==> config.mk <==
export PLATFORM = sky130hd
export DESIGN_NAME = lcd_reader
export DESIGN_NICKNAME = d
export VERILOG_FILES = /design/src/rtl/lcd_pkg.sv /design/src/rtl/lcd_phase_timer.sv /design/src/rtl/lcd_reader.sv
export SDC_FILE = /design/constraint.sdc
export NUM_CORES = 1
export LEC_CHECK = 0
export BUFFER_PORTS_ARGS = -buffer_cell sky130_fd_sc_hd__buf_2
export CAP_MARGIN = 20
export CORE_MARGIN = 1.5
export CORE_UTILIZATION = 58
export CTS_BUF_LIST = sky130_fd_sc_hd__clkbuf_2
export CTS_CLUSTER_DIAMETER = 50
export DETAILED_ROUTE_END_ITERATION = 10
export GPL_ROUTABILITY_DRIVEN = 0
export GPL_TIMING_DRIVEN = 0
export PLACE_DENSITY_LB_ADDON = 0.15
export RECOVER_POWER = 50
export SLEW_MARGIN = 20
export SYNTH_ARGS = -nofsm -noshare
export SYNTH_HDL_FRONTEND = slang
export SYNTH_SLANG_ARGS = --single-unit
==> constraint.sdc <==
create_clock -name CLK -period 2.5 [get_ports CLK]
set_input_delay 0.5 -clock CLK [delete_from_list [all_inputs] [get_ports CLK]]
set_output_delay 0.5 -clock CLK [all_outputs]
set_load 0.1 [all_outputs]
==> src/rtl/lcd_pkg.sv <==
// Shared LCD interface constants and the reader state encoding.
package lcd_pkg;

    // Reference clock and derived one-microsecond tick count.
    localparam int LCD_FREQ = 50_000_000;
    localparam int LCD_T1US = LCD_FREQ / 1_000_000;

    // E-strobe timing in microseconds, shared with the LCD write path.
    localparam int LCD_T_SETUP_US = 1;
    localparam int LCD_T_EH_US    = 3;
    localparam int LCD_T_EL_US    = 1;

    // Cycle counts at the reference clock.
    localparam int LCD_T_SETUP = LCD_T_SETUP_US * LCD_T1US;
    localparam int LCD_T_EH    = LCD_T_EH_US * LCD_T1US;
    localparam int LCD_T_EL    = LCD_T_EL_US * LCD_T1US;

    typedef enum logic [2:0] {
        RD_IDLE   = 3'd0,
        RD_SETUP  = 3'd1,
        RD_E_HI   = 3'd2,
        RD_E_LO   = 3'd3,
        RD_FINISH = 3'd4
    } rd_state_e;

    // Largest of three phase lengths; sizes the shared phase counter.
    function automatic int lcd_max3(input int a, input int b, input int c);
        int m;
        m = a;
        if (b > m) m = b;
        if (c > m) m = c;
        return m;
    endfunction

endpackage

==> src/rtl/lcd_phase_timer.sv <==
// Phase timer: clears on request, counts up to a terminal value and holds there.
module lcd_phase_timer #(
    parameter int W = 8
) (
    input  logic         CLK,
    input  logic         RST,
    input  logic         clr,
    input  logic         en,
    input  logic [W-1:0] tc_val,
    output logic         tc
);

    logic [W-1:0] cnt_d;
    logic [W-1:0] cnt_q;

    // Next count: clear wins, otherwise advance until the terminal value so it never wraps.
    always_comb begin
        cnt_d = cnt_q;
        if (clr) begin
            cnt_d = '0;
        end else if (en && (cnt_q != tc_val)) begin
            cnt_d = cnt_q + W'(1);
        end
    end

    // Counter register with synchronous reset.
    always_ff @(posedge CLK) begin
        if (RST) begin
            cnt_q <= '0;
        end else begin
            cnt_q <= cnt_d;
        end
    end

    assign tc = (cnt_q == tc_val);

endmodule

==> src/rtl/lcd_reader.sv <==
// 4-bit LCD read controller: two-nibble byte read with optional busy-flag polling.
//
//   state     | meaning
//   ----------+--------------------------------------------------------------
//   RD_IDLE   | bus released (RW=0, OE=1); waiting for start
//   RD_SETUP  | RS/RW settled, address setup before the E rising edge
//   RD_E_HI   | E high; LCD_D_IN sampled on the last cycle of the phase
//   RD_E_LO   | E low; next nibble, next poll byte, or finish
//   RD_FINISH | one-cycle done pulse, timeout valid; bus released on exit
module lcd_reader
    import lcd_pkg::*;
#(
    parameter int FREQ      = 50_000_000,
    parameter int MAX_POLLS = 2000
) (
    input  logic       CLK,
    input  logic       RST,
    input  logic       start,
    input  logic       rs,
    input  logic       poll_busy,
    input  logic [3:0] LCD_D_IN,
    output logic       LCD_RS,
    output logic       LCD_RW,
    output logic       LCD_E,
    output logic       LCD_D_OE,
    output logic [7:0] read_data,
    output logic       active,
    output logic       done,
    output logic       timeout
);

    localparam int T1US    = FREQ / 1_000_000;
    localparam int T_SETUP = LCD_T_SETUP_US * T1US;
    localparam int T_EH    = LCD_T_EH_US * T1US;
    localparam int T_EL    = LCD_T_EL_US * T1US;
    localparam int T_MAX   = lcd_max3(T_SETUP, T_EH, T_EL);
    localparam int PW      = $clog2(T_MAX + 1);
    localparam int CW      = $clog2(MAX_POLLS + 1);

    // Terminal counts: the counter starts at 0 in the first cycle of a phase.
    localparam logic [PW-1:0] TC_SETUP = PW'(T_SETUP - 1);
    localparam logic [PW-1:0] TC_EH    = PW'(T_EH - 1);
    localparam logic [PW-1:0] TC_EL    = PW'(T_EL - 1);
    localparam logic [CW-1:0] POLL_MAX = CW'(MAX_POLLS);

    rd_state_e state_d, state_q;
    logic          rs_d, rs_q;
    logic          poll_en_d, poll_en_q;
    logic          nib_d, nib_q;
    logic [7:0]    rd_d, rd_q;
    logic [CW-1:0] poll_cnt_d, poll_cnt_q;
    logic          rw_d, rw_q;
    logic          e_d, e_q;
    logic          oe_d, oe_q;
    logic          active_d, active_q;
    logic          done_d, done_q;
    logic          timeout_d, timeout_q;

    logic          ph_clr;
    logic          ph_en;
    logic          ph_tc;
    logic [PW-1:0] ph_tc_val;

    // Phase length for the current state; the counter restarts on every state change.
    always_comb begin
        ph_tc_val = '0;
        case (state_q)
            RD_SETUP: ph_tc_val = TC_SETUP;
            RD_E_HI:  ph_tc_val = TC_EH;
            RD_E_LO:  ph_tc_val = TC_EL;
            default:  ph_tc_val = '0;
        endcase
        ph_clr = (state_d != state_q) || (state_q == RD_IDLE);
        ph_en  = (state_q != RD_IDLE);
    end

    lcd_phase_timer #(
        .W (PW)
    ) u_phase_timer (
        .CLK    (CLK),
        .RST    (RST),
        .clr    (ph_clr),
        .en     (ph_en),
        .tc_val (ph_tc_val),
        .tc     (ph_tc)
    );

    // Next-state, datapath and registered-output decode.
    always_comb begin
        state_d    = state_q;
        rs_d       = rs_q;
        poll_en_d  = poll_en_q;
        nib_d      = nib_q;
        rd_d       = rd_q;
        poll_cnt_d = poll_cnt_q;
        timeout_d  = 1'b0;

        case (state_q)
            RD_IDLE: begin
                if (start) begin
                    state_d    = RD_SETUP;
                    rs_d       = rs;
                    poll_en_d  = poll_busy;
                    poll_cnt_d = '0;
                    nib_d      = 1'b0;
                end
            end
            RD_SETUP: begin
                if (ph_tc) state_d = RD_E_HI;
            end
            RD_E_HI: begin
                if (ph_tc) begin
                    if (!nib_q) rd_d[7:4] = LCD_D_IN;
                    else        rd_d[3:0] = LCD_D_IN;
                    state_d = RD_E_LO;
                end
            end
            RD_E_LO: begin
                if (ph_tc) begin
                    if (!nib_q) begin
                        nib_d   = 1'b1;
                        state_d = RD_E_HI;
                    end else if (poll_en_q && rd_q[7] && (poll_cnt_q < POLL_MAX)) begin
                        poll_cnt_d = poll_cnt_q + CW'(1);
                        nib_d      = 1'b0;
                        state_d    = RD_SETUP;
                    end else begin
                        // Still busy here means the poll budget is exhausted.
                        timeout_d = poll_en_q && rd_q[7];
                        state_d   = RD_FINISH;
                    end
                end
            end
            RD_FINISH: begin
                state_d = RD_IDLE;
            end
            default: begin
                state_d = RD_IDLE;
            end
        endcase

        rw_d     = (state_d != RD_IDLE);
        oe_d     = (state_d == RD_IDLE);
        active_d = (state_d != RD_IDLE);
        e_d      = (state_d == RD_E_HI);
        done_d   = (state_d == RD_FINISH);
    end

    // State and output registers; reset aborts any transaction without a done pulse.
    always_ff @(posedge CLK) begin
        if (RST) begin
            state_q    <= RD_IDLE;
            rs_q       <= 1'b0;
            poll_en_q  <= 1'b0;
            nib_q      <= 1'b0;
            rd_q       <= '0;
            poll_cnt_q <= '0;
            rw_q       <= 1'b0;
            e_q        <= 1'b0;
            oe_q       <= 1'b1;
            active_q   <= 1'b0;
            done_q     <= 1'b0;
            timeout_q  <= 1'b0;
        end else begin
            state_q    <= state_d;
            rs_q       <= rs_d;
            poll_en_q  <= poll_en_d;
            nib_q      <= nib_d;
            rd_q       <= rd_d;
            poll_cnt_q <= poll_cnt_d;
            rw_q       <= rw_d;
            e_q        <= e_d;
            oe_q       <= oe_d;
            active_q   <= active_d;
            done_q     <= done_d;
            timeout_q  <= timeout_d;
        end
    end

    assign LCD_RS    = rs_q;
    assign LCD_RW    = rw_q;
    assign LCD_E     = e_q;
    assign LCD_D_OE  = oe_q;
    assign read_data = rd_q;
    assign active    = active_q;
    assign done      = done_q;
    assign timeout   = timeout_q;

endmodule

==> impl_results.md <==
- Seq cells post-synth: 38
- Synth Area in XOR/XNOR: 3.65%
- Post-route ant nets: 0
- Cell with the most instances after synthesis: dfxtp_1
- Seq/Total Area, Yosys: a little under half
- Global-route wire length before repair: 5810 µm
- Initial antenna violation count: 0
- Largest net degree at the start of global routing: 11
- Io pins: 24
- DP HPWL: between 2000 and 2500 µm
- Crit path DAT: roughly 2800 ps
- Gate count of the mapped netlist: 183
- IO Port Bufs: 22
- Site Rows: 19
- Critical path launch point type: flip-flop
- Pins Over Slew Limit: 0
- Synthesized area: 1680 µm²
- Crit Reg-Reg Startpoint: state_q[1]$_SDFF_PP0_
- # DRC: 0
- Data required time of the critical path: approximately 2800 ps
- Layout cells sized above 1: 18.6%
- CTS tree: built
- Fmax: between 400 and 500 MHz
- Htree depth: 2
- Setup TNS: 0 ps
- Drt total wl: ~3600 µm
- PwrDens: between 700 and 800 nW/µm²
- Hold path cells: 3
- Sinks on Clock Net: 38
- Slew margin rel.: 21.4%
- FF-to-FF path depth: 6
- Number of global-route vias before repair: 1347
- Leakage: 0.756 nW
- Finish-stage setup viols: 0
- Hold path start: rs
- Hold WC Path Type: input pin to flip-flop
- Number of flops mapped to enable cells by yosys: 0
- Synth Area per Inst: between 9 and 10 µm²
- Root buffer cell: clkbuf_2
- Largest cells by area after synthesis: dfxtp_1 (45%), mux2i_1 (6.6%), nor2_1 (5.6%)
- Inserted Clock Buffers: 5
- Area share of the largest cell type after synthesis: around 45%
- Die width: 56.8 µm
- Worst-Skew Late Latency: around 400 ps
- Total gr overflow: 0
- RSZ-0062 raised after global routing: true
- Initial drt markers: 64
- R2R Path End: poll_cnt_q[4]$_SDFFE_PP0P_
- Die ar.: approximately 3200 µm²
- P&R area growth vs syn: 14.1%
- Synth cell types: 46
- Largest area contributor in the netlist: dfxtp_1
- Initial Util: about three fifths
- Final Hold Vio Count: 0
- Syn_nets: between 150 and 200
- Most common library cells after synthesis: dfxtp_1 (38), nor2_1 (25), a21oi_1 (12), mux2i_1 (11)
- Synth Warn #: 0
- Synth Area in Simple Gates: between 20% and 30%
- Via-to-Cell Ratio: slightly below 6
- Max_cap viols: 0
- GRT Util Overall: about a quarter
- Synth Area in Compound Gates: between 10 and 15%
- Main flop type after synthesis: dfxtp_1
- Fin crit period: between 2000 and 2500 ps
- Die Y-Extent: 56.8 µm
- Hold Path End: LCD_RS$_SDFFE_PP0P_
- WS Path Type: flip-flop to flip-flop
- Largest family of logic cells by synthesized area: simple AND/OR/NAND/NOR gates
- Vias: ~1400
- Clock-pin slew on the worst setup and hold paths: between 150 and 200 ps
- Period utilization: between 90% and 100%
- Core Footprint: between 2000 and 3000 µm²
- Nets: around 230
- Outcome: complete, no violations
- Fill count: 243
- R2R setup slack: 50 ps
- CP Capture Type: flip-flop
- Peak supply drop: 0.831 mV
- Clock Path Buffers: 2
- ANT cells: 0
- Adder-Cell Fraction of Synth Area: 1.49%
- Worst-margin pin slew: approximately 1200 ps
- Crit Path Max Fanout: 7
- FFs w/ async S/R, synth: 0%
- Post-synthesis mux area share: ~6.6%
- Post-place setup slack: -168 ps
- Routed len/inst: approximately 14 µm
- First-pass DRT Iterations: 4
- Post-route setup slack: ~54 ps
- Worst clock skew: about 27 ps
-- critical path, stage by stage (launching register included) --
cell	delay (ps)
dfxtp_4	410
nor3b_4	170
or3_4	400
a2111oi_4	440
a41oi_2	250
or4_1	550
a21oi_1	160
-- state kept, by name, summed over array words and instances, names as in the netlist --
signal / count
state_q: 3
poll_en_q: 1
u_phase_timer.cnt_q: 8
poll_cnt_q: 11
LCD_RS: 1
read_data: 8
nib_q: 1
LCD_E: 1
LCD_D_OE: 1
done: 1
active: 1
timeout: 1
-- cells in the final DEF (no fill, tap or decap), drive strengths merged, types with 2 or more instances in the layout --
master	instances
nand4	3
nand4b	2
buf	16
and3	4
a21oi	12
nand3b	2
a41oi	2
and2	3
or4	2
nor3	2
a211oi	2
nor2	25
nor4b	2
xor2	6
o31ai	2
or3	6
o21ai	6
or2	2
clkbuf	27
and4	2
nand3	9
dfxtp	38
nand2	9
mux2i	11
ha	2
inv	4
-- cell type report --
| class | instances | area, µm² | area share [%] |
|---|---|---|---|
| repair buffers | 26 | 123 | 6.39 |
| well taps | 31 | 38.8 | 2.02 |
| flip-flops and latches | 38 | 767 | 40.0 |
| inverters | 4 | 15.0 | 0.783 |
| clock buffers | 7 | 35.0 | 1.83 |
| multi-input cells | 130 | 886 | 46.2 |
| plain buffers | 10 | 53.8 | 2.80 |
-- repair_timing --
item	in CTS	in global routing
buffers inserted	1	3
hold buffers	0	0
resized for setup	4	13
pin swaps	2	5
setup endpoints to repair	30	22
-- power breakdown --
group          switching, mW  leakage (nW)  internal (mW)
sequential            0.0220         0.309          0.638
clock                  0.187        0.0291         0.0727
combinational          0.326         0.418          0.138
total                  0.535         0.756          0.848
-- how the worst max path moves through the flow --
stage	start	slack [ps]	end	cells after the start
floorplan	state_q[1]$_SDFF_PP0_	280	poll_cnt_q[5]$_SDFFE_PP0P_	8
global placement	state_q[1]$_SDFF_PP0_	10	poll_cnt_q[5]$_SDFFE_PP0P_	8
detailed placement	state_q[1]$_SDFF_PP0_	-170	poll_cnt_q[5]$_SDFFE_PP0P_	8
CTS	state_q[0]$_SDFF_PP0_	50	poll_cnt_q[9]$_SDFFE_PP0P_	7
global route	state_q[1]$_SDFF_PP0_	-30	poll_cnt_q[4]$_SDFFE_PP0P_	6
finish	state_q[1]$_SDFF_PP0_	50	poll_cnt_q[4]$_SDFFE_PP0P_	6
-- through the flow --
step / power, mW / std cells / instance area, µm² / hold WS, ps / util, %
final: 1.38 / 246 / 1920 / 342 / 69.6
after global routing: 1.45 / 246 / 1920 / 334 / 69.6
after CTS: 1.36 / 244 / 1890 / 329 / 68.4
after detailed placement: 1.10 / 236 / 1830 / 471 / 66.3
after global placement: 1.08 / 236 / 1830 / 454 / 66.3
after floorplan: 1.02 / 183 / 1680 / 441 / -
-- kinds of logic after synthesis --
| group | Yosys count |
|---|---|
| mux | 11 |
| compound gates | 33 |
| fa+ha+maj | 2 |
| xor+xnor | 7 |
| simple gates | 77 |
| flops | 38 |
| buf+inv | 15 |
-- routing by layer --
metal	part of all wire, %	global-route usage (%)
met5	0	0
met1	42	28.3
met4	2.4	9.63
met3	3.9	7.14
met2	52	38.7
No activity file was read; power rests on OpenSTA's default activity.
